[src/rtl/aes_bridge_pkg.sv]
// Shared register map, control/status bit positions and the IFIFO entry layout
// for the AES bus bridge.
package aes_bridge_pkg;

  localparam int unsigned BLOCK_W = 128;

  // Write-slave offsets
  localparam logic [3:0] ADDR_PTEXT  = 4'h0;
  localparam logic [3:0] ADDR_KEY    = 4'h4;
  localparam logic [3:0] ADDR_CTRL   = 4'h8;
  // Read-slave offsets
  localparam logic [3:0] ADDR_CIPHER = 4'h4;
  localparam logic [3:0] ADDR_STATUS = 4'h8;
  localparam logic [3:0] ADDR_BLKCNT = 4'hC;

  localparam int unsigned CTRL_CLEAR  = 0;
  localparam int unsigned CTRL_WHITEN = 1;
  localparam int unsigned CTRL_SWAP   = 2;

  localparam int unsigned ST_AVAIL    = 0;
  localparam int unsigned ST_IFULL    = 1;
  localparam int unsigned ST_PBUSY    = 2;
  localparam int unsigned ST_KBUSY    = 3;
  localparam int unsigned ST_ICNT_LSB = 8;
  localparam int unsigned ST_OCNT_LSB = 16;
  localparam int unsigned ST_CNT_W    = 8;

  localparam logic [BLOCK_W-1:0] RESET_KEY = 128'h000102030405060708090a0b0c0d0e0f;

  // One IFIFO entry: whitened text with the key it was whitened under
  typedef struct packed {
    logic [BLOCK_W-1:0] text;
    logic [BLOCK_W-1:0] key;
  } core_blk_t;

endpackage

[src/rtl/aes_bus_bridge_if.sv]
// Write slave, read slave and pipeline streams of the AES bus bridge.
interface aes_bus_bridge_if #(parameter int unsigned DATA_W = 32);
  import aes_bridge_pkg::*;

  logic              chipselect;
  logic [3:0]        address;
  logic              write;
  logic [DATA_W-1:0] writedata;
  logic              waitrequest;

  logic              chipselect1;
  logic [3:0]        address1;
  logic              read;
  logic [DATA_W-1:0] readdata;
  logic              waitrequest1;

  logic               core_valid;
  logic               core_ready;
  logic [BLOCK_W-1:0] core_text;
  logic [BLOCK_W-1:0] core_key;

  logic               res_valid;
  logic               res_ready;
  logic [BLOCK_W-1:0] res_text;

  modport slave (
    input  chipselect, address, write, writedata,
    output waitrequest,
    input  chipselect1, address1, read,
    output readdata, waitrequest1,
    output core_valid, core_text, core_key,
    input  core_ready,
    input  res_valid, res_text,
    output res_ready
  );

  modport master (
    output chipselect, address, write, writedata,
    input  waitrequest,
    output chipselect1, address1, read,
    input  readdata, waitrequest1,
    input  core_valid, core_text, core_key,
    output core_ready,
    output res_valid, res_text,
    input  res_ready
  );

endinterface

[src/rtl/aes_bridge_fifo.sv]
// Synchronous FIFO with occupancy count; flags come from the registered count,
// so a push while full is refused even when a pop happens in the same cycle.
module aes_bridge_fifo #(
  parameter int unsigned WIDTH = 128,
  parameter int unsigned DEPTH = 4
) (
  input  logic                   clock,
  input  logic                   reset,
  input  logic                   clear,
  input  logic                   push,
  input  logic                   pop,
  input  logic [WIDTH-1:0]       din,
  output logic [WIDTH-1:0]       dout,
  output logic [$clog2(DEPTH):0] count,
  output logic                   full,
  output logic                   empty
);

  localparam int unsigned PTR_W = $clog2(DEPTH);
  localparam int unsigned CNT_W = PTR_W + 1;

  logic [WIDTH-1:0] mem [DEPTH];
  logic [PTR_W-1:0] wr_ptr, rd_ptr;
  logic             do_push, do_pop;

  assign full    = (count == CNT_W'(DEPTH));
  assign empty   = (count == '0);
  assign do_push = push & ~full;
  assign do_pop  = pop & ~empty;
  assign dout    = mem[rd_ptr];

  always_ff @(posedge clock) begin
    if (reset || clear) begin
      wr_ptr <= '0;
      rd_ptr <= '0;
      count  <= '0;
    end else begin
      if (do_push) wr_ptr <= wr_ptr + PTR_W'(1);
      if (do_pop)  rd_ptr <= rd_ptr + PTR_W'(1);
      count <= count + CNT_W'(do_push) - CNT_W'(do_pop);
    end
  end

  // Storage is not reset; pointers alone define validity
  always_ff @(posedge clock) begin
    if (do_push) mem[wr_ptr] <= din;
  end

endmodule

[src/rtl/aes_bus_bridge.sv]
// Bus front end for the AES round pipeline: packs plaintext/key beats, whitens
// blocks into the IFIFO, and unpacks returned ciphertext from the OFIFO.
module aes_bus_bridge
  import aes_bridge_pkg::*;
#(
  parameter int unsigned DATA_W      = 32,
  parameter int unsigned IFIFO_DEPTH = 4,
  parameter int unsigned OFIFO_DEPTH = 4
) (
  input logic        clock,
  input logic        reset,
  aes_bus_bridge_if.slave bus
);

  localparam int unsigned N      = BLOCK_W / DATA_W;
  localparam int unsigned BEAT_W = $clog2(N);
  localparam int unsigned NBYTES = DATA_W / 8;
  localparam int unsigned ICNT_W = $clog2(IFIFO_DEPTH) + 1;
  localparam int unsigned OCNT_W = $clog2(OFIFO_DEPTH) + 1;
  localparam logic [BEAT_W-1:0] LAST_BEAT = BEAT_W'(N - 1);

  function automatic logic [DATA_W-1:0] bswap(input logic [DATA_W-1:0] d);
    logic [DATA_W-1:0] r;
    r = '0;
    for (int i = 0; i < NBYTES; i++) r[8*i +: 8] = d[8*(NBYTES-1-i) +: 8];
    return r;
  endfunction

  logic [BEAT_W-1:0]  pbeat, kbeat, cbeat;
  logic [BLOCK_W-1:0] pt_buf, key_shadow, key_active, pt_asm, key_asm;
  logic               whiten, byte_swap;
  logic [31:0]        blk_cnt;

  logic               pt_wr, key_wr, ctl_wr, soft_clr, stall, pt_acc, pt_last;
  logic               c_rd, c_acc, c_last;
  logic [DATA_W-1:0]  wbeat, cslice;
  logic [31:0]        status;

  core_blk_t          ififo_din, ififo_dout;
  logic [BLOCK_W-1:0] ofifo_dout;
  logic [ICNT_W-1:0]  ififo_count;
  logic [OCNT_W-1:0]  ofifo_count;
  logic               ififo_full, ififo_empty, ofifo_full, ofifo_empty;

  // Write-side decode
  assign pt_wr    = bus.chipselect & bus.write & (bus.address == ADDR_PTEXT);
  assign key_wr   = bus.chipselect & bus.write & (bus.address == ADDR_KEY);
  assign ctl_wr   = bus.chipselect & bus.write & (bus.address == ADDR_CTRL);
  assign soft_clr = ctl_wr & bus.writedata[CTRL_CLEAR];
  assign pt_last  = (pbeat == LAST_BEAT);
  assign stall    = pt_wr & pt_last & ififo_full;
  assign pt_acc   = pt_wr & ~stall;
  assign wbeat    = byte_swap ? bswap(bus.writedata) : bus.writedata;

  assign bus.waitrequest = stall;

  // Drop the incoming beat into its MSB-first slot
  always_comb begin
    pt_asm  = pt_buf;
    key_asm = key_shadow;
    for (int i = 0; i < N; i++) begin
      if (pbeat == BEAT_W'(i)) pt_asm[BLOCK_W-DATA_W*(i+1) +: DATA_W] = wbeat;
      if (kbeat == BEAT_W'(i)) key_asm[BLOCK_W-DATA_W*(i+1) +: DATA_W] = wbeat;
    end
  end

  // key_active here is the pre-edge value, so a same-cycle key completion is not seen
  always_comb begin
    ififo_din.text = pt_asm ^ (whiten ? key_active : '0);
    ififo_din.key  = key_active;
  end

  // Read-side decode
  assign c_rd   = bus.chipselect1 & bus.read & (bus.address1 == ADDR_CIPHER);
  assign c_acc  = c_rd & ~ofifo_empty;
  assign c_last = (cbeat == LAST_BEAT);

  assign bus.waitrequest1 = c_rd & ofifo_empty;

  always_comb begin
    cslice = '0;
    for (int i = 0; i < N; i++)
      if (cbeat == BEAT_W'(i)) cslice = ofifo_dout[BLOCK_W-DATA_W*(i+1) +: DATA_W];
  end

  always_comb begin
    status = '0;
    status[ST_AVAIL] = ~ofifo_empty;
    status[ST_IFULL] = ififo_full;
    status[ST_PBUSY] = (pbeat != '0);
    status[ST_KBUSY] = (kbeat != '0);
    status[ST_ICNT_LSB +: ST_CNT_W] = ST_CNT_W'(ififo_count);
    status[ST_OCNT_LSB +: ST_CNT_W] = ST_CNT_W'(ofifo_count);
  end

  always_comb begin
    bus.readdata = '0;
    if (bus.chipselect1 && bus.read) begin
      case (bus.address1)
        ADDR_CIPHER: if (!ofifo_empty) bus.readdata = byte_swap ? bswap(cslice) : cslice;
        ADDR_STATUS: bus.readdata = DATA_W'(status);
        ADDR_BLKCNT: bus.readdata = DATA_W'(blk_cnt);
        default:     bus.readdata = '0;
      endcase
    end
  end

  always_ff @(posedge clock) begin
    if (reset) begin
      pbeat      <= '0;
      kbeat      <= '0;
      cbeat      <= '0;
      pt_buf     <= '0;
      key_shadow <= '0;
      key_active <= RESET_KEY;
      whiten     <= 1'b1;
      byte_swap  <= 1'b0;
      blk_cnt    <= '0;
    end else begin
      if (ctl_wr) begin
        whiten    <= bus.writedata[CTRL_WHITEN];
        byte_swap <= bus.writedata[CTRL_SWAP];
      end
      if (soft_clr) begin
        pbeat   <= '0;
        kbeat   <= '0;
        cbeat   <= '0;
        blk_cnt <= '0;
      end else begin
        if (pt_acc) begin
          pt_buf <= pt_asm;
          pbeat  <= pt_last ? '0 : pbeat + BEAT_W'(1);
        end
        if (key_wr) begin
          key_shadow <= key_asm;
          kbeat      <= (kbeat == LAST_BEAT) ? '0 : kbeat + BEAT_W'(1);
          if (kbeat == LAST_BEAT) key_active <= key_asm;
        end
        if (c_acc) begin
          cbeat <= c_last ? '0 : cbeat + BEAT_W'(1);
          if (c_last) blk_cnt <= blk_cnt + 32'd1;
        end
      end
    end
  end

  aes_bridge_fifo #(.WIDTH($bits(core_blk_t)), .DEPTH(IFIFO_DEPTH)) u_ififo (
    .clock (clock),
    .reset (reset),
    .clear (soft_clr),
    .push  (pt_acc & pt_last),
    .pop   (bus.core_ready & ~ififo_empty),
    .din   (ififo_din),
    .dout  (ififo_dout),
    .count (ififo_count),
    .full  (ififo_full),
    .empty (ififo_empty)
  );

  aes_bridge_fifo #(.WIDTH(BLOCK_W), .DEPTH(OFIFO_DEPTH)) u_ofifo (
    .clock (clock),
    .reset (reset),
    .clear (soft_clr),
    .push  (bus.res_valid),
    .pop   (c_acc & c_last),
    .din   (bus.res_text),
    .dout  (ofifo_dout),
    .count (ofifo_count),
    .full  (ofifo_full),
    .empty (ofifo_empty)
  );

  // Head is gated so an empty FIFO presents zeros rather than stale storage
  assign bus.core_valid = ~ififo_empty;
  assign bus.core_text  = ififo_empty ? '0 : ififo_dout.text;
  assign bus.core_key   = ififo_empty ? '0 : ififo_dout.key;
  assign bus.res_ready  = ~ofifo_full;

endmodule

[src/flat_wrapper.sv]
// flat-port wrapper written by rule: the top's interface ports become plain ports
module aes_bus_bridge_flat import aes_bridge_pkg::*;
#(
  parameter int unsigned DATA_W      = 32,
  parameter int unsigned IFIFO_DEPTH = 4,
  parameter int unsigned OFIFO_DEPTH = 4
)
  (clock, reset, bus_chipselect, bus_address, bus_write, bus_writedata, bus_waitrequest, bus_chipselect1, bus_address1, bus_read, bus_readdata, bus_waitrequest1, bus_core_valid, bus_core_text, bus_core_key, bus_core_ready, bus_res_valid, bus_res_text, bus_res_ready);
  aes_bus_bridge_if #(.DATA_W(DATA_W)) bus_i ();
  input logic clock;
  input logic reset;
  input wire logic [$bits(bus_i.chipselect)-1:0] bus_chipselect;
  input wire logic [$bits(bus_i.address)-1:0] bus_address;
  input wire logic [$bits(bus_i.write)-1:0] bus_write;
  input wire logic [$bits(bus_i.writedata)-1:0] bus_writedata;
  output wire logic [$bits(bus_i.waitrequest)-1:0] bus_waitrequest;
  input wire logic [$bits(bus_i.chipselect1)-1:0] bus_chipselect1;
  input wire logic [$bits(bus_i.address1)-1:0] bus_address1;
  input wire logic [$bits(bus_i.read)-1:0] bus_read;
  output wire logic [$bits(bus_i.readdata)-1:0] bus_readdata;
  output wire logic [$bits(bus_i.waitrequest1)-1:0] bus_waitrequest1;
  output wire logic [$bits(bus_i.core_valid)-1:0] bus_core_valid;
  output wire logic [$bits(bus_i.core_text)-1:0] bus_core_text;
  output wire logic [$bits(bus_i.core_key)-1:0] bus_core_key;
  input wire logic [$bits(bus_i.core_ready)-1:0] bus_core_ready;
  input wire logic [$bits(bus_i.res_valid)-1:0] bus_res_valid;
  input wire logic [$bits(bus_i.res_text)-1:0] bus_res_text;
  output wire logic [$bits(bus_i.res_ready)-1:0] bus_res_ready;
  assign bus_i.chipselect = bus_chipselect;
  assign bus_i.address = bus_address;
  assign bus_i.write = bus_write;
  assign bus_i.writedata = bus_writedata;
  assign bus_waitrequest = bus_i.waitrequest;
  assign bus_i.chipselect1 = bus_chipselect1;
  assign bus_i.address1 = bus_address1;
  assign bus_i.read = bus_read;
  assign bus_readdata = bus_i.readdata;
  assign bus_waitrequest1 = bus_i.waitrequest1;
  assign bus_core_valid = bus_i.core_valid;
  assign bus_core_text = bus_i.core_text;
  assign bus_core_key = bus_i.core_key;
  assign bus_i.core_ready = bus_core_ready;
  assign bus_i.res_valid = bus_res_valid;
  assign bus_i.res_text = bus_res_text;
  assign bus_res_ready = bus_i.res_ready;
  aes_bus_bridge #(.DATA_W(DATA_W), .IFIFO_DEPTH(IFIFO_DEPTH), .OFIFO_DEPTH(OFIFO_DEPTH)) u_core (.clock(clock), .reset(reset), .bus(bus_i));
endmodule
[config.mk]
export PLATFORM = sky130hd
export DESIGN_NAME = aes_bus_bridge_flat
export DESIGN_NICKNAME = d
export VERILOG_FILES = /design/src/rtl/aes_bridge_pkg.sv /design/src/rtl/aes_bus_bridge_if.sv /design/src/rtl/aes_bridge_fifo.sv /design/src/rtl/aes_bus_bridge.sv /design/src/flat_wrapper.sv
export SDC_FILE = /design/constraint.sdc
export NUM_CORES = 2
export LEC_CHECK = 0
export BUFFER_PORTS_ARGS = -buffer_cell sky130_fd_sc_hd__buf_4
export CORE_MARGIN = 2
export CORE_UTILIZATION = 50
export DETAILED_ROUTE_END_ITERATION = 7
export GPL_TIMING_DRIVEN = 0
export PLACE_DENSITY = 0.79
export SYNTH_ARGS = -nofsm -noshare
export SYNTH_HDL_FRONTEND = slang
export SYNTH_SLANG_ARGS = --single-unit
[constraint.sdc]
create_clock -name clock -period 12.4 [get_ports clock]
set_clock_uncertainty 0.1 [all_clocks]
set_input_delay 2.48 -clock clock [delete_from_list [all_inputs] [get_ports clock]]
set_output_delay 2.48 -clock clock [all_outputs]
set_load 0.05 [all_outputs]
# [After elaboration in Yosys (flattened, before gate mapping)]
# Memories as Yosys holds them, arrays and structs flattened. A register that Yosys moved wholly into a read port is not among the register bits.
# Index checks and enable logic that the tools add are counted.
[op_classes] n_addsub=12 eq_ne=16 muxes=31 bitwise=26 reduce_logical=15
[ops] operator="two-way mux 32 bit" count=16
[ops] operator="two-way mux 128 bit" count=3
[ops] operator="XOR 128 bit" count=1
[ops] operator="case mux 32 bit (3 select lines)" count=1
[ops] operator="adder 32 x 1 -> 32 bit, second input constant" count=1
[ops] operator="bitwise AND 1 bit" count=19
[ops] operator="adder 2 x 1 -> 2 bit, second input constant" count=7
[ops] operator="two-way mux 2 bit" count=7
[ops] operator="equality test 2 bit, second input constant" count=6
[ops] operator="equality test 4 bit, second input constant" count=3
[ops] operator="equality test 4 x 3 -> 1 bit, second input constant" count=2
[ops] operator="adder 3 x 1 -> 3 bit" count=2
[ops] operator="equality test 2 x 1 -> 1 bit, second input constant" count=3
[ops] operator="equality test 3 bit, second input constant" count=2
[ops] operator="zero test 2 bit" count=3
[ops] operator="zero test 3 bit" count=2
[ops] operator="NOT 1 bit" count=6
[ops] operator="AND reduction 2 bit" count=3
[ops] operator="subtractor 3 x 1 -> 3 bit" count=2
[ops] operator="zero test 4 bit" count=1
[ops] operator="two-way mux 1 bit" count=4
[ops] operator="nonzero test 2 bit" count=2
[ops] operator="AND reduction 3 bit" count=1
[ops] operator="OR reduction 2 bit" count=1
[ops] operator="2 further kinds" count=2
[word_totals] reg_bits=438 ram_bits=1536 in_bits=176 out_inout_bits=292 word_cells=117 memories=2
[memory_table] memory="u_core.u_ififo.mem" depth=4 word_bits=256 rd=1 rd_clocked_by_memory_dff=1 wr=1 line="aes_bridge_fifo.sv:22" rtl="logic [WIDTH-1:0] mem [DEPTH];"
[memory_table] memory="u_core.u_ofifo.mem" depth=4 word_bits=128 rd=1 rd_clocked_by_memory_dff=1 wr=1 line="aes_bridge_fifo.sv:22"

# [Longest topological paths before layout]
[depth] ltp_word=10 depth_mapped=14 ltp_nobuf=12

# [By module]
# A second synthesis with hierarchy kept.
[hier_totals] cells_unflattened=4890 area_unflattened_um2=78143.7
[by_module_without_submodules] module="aes_bridge_fifo (u_core.u_ififo)" instances=1 cells_per_inst=1387 area_each_um2=37664.9 seq_area_each_um2=30929.7
[by_module_without_submodules] module="aes_bus_bridge" instances=1 cells_per_inst=2785 area_each_um2=21508.1 seq_area_each_um2=7847.5
[by_module_without_submodules] module="aes_bridge_fifo (u_core.u_ofifo)" instances=1 cells_per_inst=718 area_each_um2=18970.7 seq_area_each_um2=15554.9

# [Least setup slack after synthesis]
# OpenSTA, ideal clock, no wires.
[synth_path] path_type="input to register" from="in bus_address[0]" to="mem u_core.u_ififo.mem[0][0] (netlist bit), enable pin" setup_time_ps=651 t_arrival_ps=9292 required_time_ps=11649 path_slack_ps=2357 cell_stages=6 path_buffers=2 cell_sequence="nand4bb_4 nor3_1 and3_1 buf_2 buf_2 and2_1"
[synth_between] elab_chain_len=10
[synth_rtl] element="start, declared" line="flat_wrapper.sv:13" rtl="input wire logic [$bits(bus_i.address)-1:0] bus_address;"
[synth_rtl] element="zero test 4 bit (*)" line="aes_bus_bridge.sv:46" rtl="assign pt_wr = bus.chipselect & bus.write & (bus.address == ADDR_PTEXT);"
[synth_rtl] element="bitwise AND 1 bit (*)" line="aes_bus_bridge.sv:46"
[synth_rtl] element="bitwise AND 1 bit (2 in series)" line="aes_bus_bridge.sv:51" rtl="assign stall = pt_wr & pt_last & ififo_full;"
[synth_rtl] element="NOT 1 bit" line="aes_bus_bridge.sv:52" rtl="assign pt_acc = pt_wr & ~stall;"
[synth_rtl] element="bitwise AND 1 bit (*)" line="aes_bus_bridge.sv:52"
[synth_rtl] element="bitwise AND 1 bit (*)" line="aes_bus_bridge.sv:151" rtl=".push (pt_acc & pt_last),"
[synth_rtl] element="bitwise AND 1 bit (*)" line="aes_bridge_fifo.sv:28" rtl="assign do_push = push & ~full;"
[synth_rtl] element="two-way mux 1 bit (*)" line="aes_bridge_fifo.sv:46" rtl="if (do_push) mem[wr_ptr] <= din;"
[synth_rtl] element="two-way mux 1 bit (implied by the code) (*)" line="aes_bridge_fifo.sv:46"
[synth_rtl] element="end, declared" line="aes_bridge_fifo.sv:22"
# Every way passes the cells marked *; elsewhere a longest branch is shown, timed or not.

# [Worst setup path after layout]
[layout_path] from="in bus_address1[3]" to="out bus_readdata[9]"
[layout_between] elab_chain_len=3 elab_cells_between_ends=5 classes_between="3 x eq/ne; 2 x mux"
[layout_rtl] element="start, declared" line="flat_wrapper.sv:18" rtl="input wire logic [$bits(bus_i.address1)-1:0] bus_address1;"
[layout_rtl] element="equality test 4 bit / equality test 4 x 3 -> 1 bit (equally long branches)" line="aes_bus_bridge.sv:99" rtl="case (bus.address1)"
[layout_rtl] element="case mux 32 bit (3 select lines) (*)" line="aes_bus_bridge.sv:99"
[layout_rtl] element="two-way mux 32 bit (*)" line="aes_bus_bridge.sv:98" rtl="if (bus.chipselect1 && bus.read) begin"
[layout_rtl] element="end, declared" line="flat_wrapper.sv:20" rtl="output wire logic [$bits(bus_i.readdata)-1:0] bus_readdata;"
# Marked as above.

==> flow_summary.json <==
{
  "status": "finished, violations left",
  "violations": "capacitance limit, slew limit",
  "cts_tree": "yes",
  "final_common_cell": "edfxtp_1",
  "required_ns": 9.82,
  "timing.final.crit_share_pct": 61.3,
  "cts-root-buf": "clkbuf_16",
  "ir_worst_vdd_v": 0.000137,
  "worst-path-max-fanout": 10,
  "overflow": 0,
  "worst_slew_pin_slew_ns": 1.65,
  "drt_pass1_iterations": 8,
  "yosysWarnings": 0,
  "startpoint_type": "primary input",
  "stdcell_count": 7920,
  "die_w_um": 398,
  "ios": 468,
  "dp_cells": 7559,
  "io_buffer_count": 466,
  "async_flop_share_pct": 0,
  "via_count": 48100,
  "die_y_um": 398,
  "grt_setup_unrepaired": "no",
  "synth_area_mm2": 0.0776,
  "grt_antenna_before_repair": 21,
  "syn_nets": 5202,
  "synth_edf_count": 1536,
  "hold_violations": 0,
  "power.leakage_nw": 30.3,
  "finalCriticalPeriod_ns": 7.60,
  "die_area_mm2": 0.158,
  "fin_nets": 5907,
  "core_mm2": 0.154,
  "worst_hold_path_type": "reg -> reg",
  "grt_pass1_wl_um": 319000,
  "wl_per_cell_um": 28.4,
  "slew_headroom_pct": -13.3,
  "slew_violations": 14,
  "yosys_register_bits": 1946,
  "cts.sinks": 1946,
  "route.detailed.drc": 0,
  "clockBufferDepth": 3,
  "hold_buffers": 0,
  "via_per_inst": 6.07,
  "drive_above_1_share_pct": 22.3,
  "fmax_ghz": 0.132,
  "clock_latency_ns": 0.82,
  "grt_pass1_vias": 46900,
  "crit_path_end_kind": "output pin",
  "powerDensity_mw_per_mm2": 182,
  "yosysSeqAreaShare_pct": 70.0,
  "setup_violations": 0,
  "dpl.hpwl_um": 154000,
  "cap_violations": 3,
  "grt_usage_pct": 27.9,
  "numCtsBuffers": 185,
  "syn_inst": 4999,
  "synth_flop_cell": "edfxtp_1",
  "cts.repair.resized": 0,
  "syn_avg_cell_area_um2": 15.5,
  "path_clk_slew_ns": 0.06,
  "crit_type": "in -> out",
  "h-tree-depth": 4,
  "grt_max_degree": 59,
  "synth_cell_types": 68,
  "final_antenna_net_count": 0,
  "layout_common_cells": "1,536 x edfxtp_1, 487 x buf_4, 447 x nor2_1, 410 x dfxtp_1, 337 x nand2_1",
  "post-cts-setup-buffers": 0,
  "start_util_pct": 50.4,
  "placed_cell_area_mm2": 0.0848,
  "areaGrowthSynthToFinish_pct": 17.3,
  "rows": 144,
  "worst-endpoint-arrival_ns": 5.02,
  "final_cell_area_mm2": 0.0910,
  "drt_wl_total_um": 225000,
  "routabilityCongestion": 0.961,
  "drtIter0Drc": 6120
}
-- state kept, by name (all words and copies together), names as in the netlist, 3 cells and up, named ones only --
| signal | flops |
|---|---|
| u_core.u_ofifo.mem | 512 |
| u_core.u_ififo.count | 3 |
| u_core.u_ififo.mem | 1024 |
| u_core.u_ofifo.count | 3 |
| u_core.key_active | 128 |
| u_core.blk_cnt | 32 |
| u_core.key_shadow | 96 |
| u_core.pt_buf | 128 |
-- cells by family (layout without fill, tap and decap cells) --
group	Yosys count	count (layout)	synth area share (%)
buffers and inverters	400	1269	2.28
and+or+nand+nor	1182	1182	7.16
muxes	484	484	11.4
adders and majority gates	27	27	0.455
DFF	1946	1946	70.0
xor gates and xnor gates	156	156	1.76
other	0	8	0
AOI/OAI and AO/OA	804	804	6.87
-- worst paths after layout --
| kind | slack [ns] | start | endpoint | cells after the start |
|---|---|---|---|---|
| hold / removal | 0.40 | u_core.key_active[101] | u_core.u_ififo.mem[2][101] | 0 |
| hold reg to reg | 0.40 | u_core.key_active[101] | u_core.u_ififo.mem[2][101] | 0 |
| setup / recovery | 4.80 | bus_address1[3] | bus_readdata[9] | 7 |
| setup reg to reg | 8.43 | u_core.byte_swap | u_core.u_ififo.mem[2][192] | 5 |
-- per-layer routing --
| layer | up-vias | wire length (um) | GRT usage [%] |
|---|---|---|---|
| li1 | 20500 | - | - |
| met1 | 24000 | 79300 | 34.6 |
| met2 | 2972 | 105000 | 44.0 |
| met3 | 614 | 27400 | 9.23 |
| met4 | 26 | 12700 | 14.0 |
| met5 | - | 153 | 0 |
-- final cells by class --
cell class | count | area (um2)
inverters | 24 | 95.1
fillers | 11200 | 63100
clock inverters | 105 | 1100
flip-flops and latches | 1946 | 54300
repair buffers | 518 | 4560
well taps | 2044 | 2560
clock buffers | 246 | 5050
diodes | 8 | 20.0
multi-input cells | 2653 | 21600
plain buffers | 376 | 1680
-- stage by stage --
step | worst slack (ns) | total power, mW | hold WS (ns) | TNS [ns] | utilization [%]
2_1_floorplan | 2.36 | 9.69 | 0.352 | 0 | -
3_3_place_gp | -2.48 | 10.9 | 0.385 | -2468.27 | 54.3
3_5_place_dp | 4.94 | 11.0 | 0.391 | 0 | 55.0
4_1_cts | 4.92 | 16.6 | 0.399 | 0 | 59.0
5_1_grt | 4.78 | 17.0 | 0.414 | 0 | 59.1
6_report | 4.80 | 16.5 | 0.398 | 0 | 59.1
-- report_power, final --
group | internal [mW] | switching (mW) | total (mW)
logic | 1.16 | 2.45 | 3.61
clock network | 3.20 | 2.49 | 5.69
registers | 7.18 | 0.0514 | 7.23
total | 11.5 | 4.99 | 16.5
-- critical path, stage by stage --
cell and delay (ns):
buf_4 0.12, nor4bb_1 0.82, clkbuf_1 0.49, a22oi_1 0.24
o22a_1 0.27, o21ai_0 0.26, buf_4 0.32
-- synthesized netlist by cell type, drive strengths merged, types with 14 or more instances --
cell type	n	share of area (%)
mux2i	152	2.0
and2	272	2.2
nand2	337	1.6
a21oi	265	1.7
mux4	320	9.3
nor3	16	0.10
o21a	20	0.19
a221o	20	0.26
nand2b	26	0.21
dfxtp	410	11
o211ai	76	0.74
nand4	14	0.17
o21ai	49	0.32
xor2	16	0.18
a211oi	244	2.4
ha	25	0.40
a211o	23	0.26
xnor2	140	1.6
clkbuf	228	1.1
o22ai	55	0.44
inv	24	0.12
edfxtp	1536	59
buf	148	1.1
nor2	448	2.2
and3	14	0.11
Note: power is estimated with default switching activity, not from simulation.
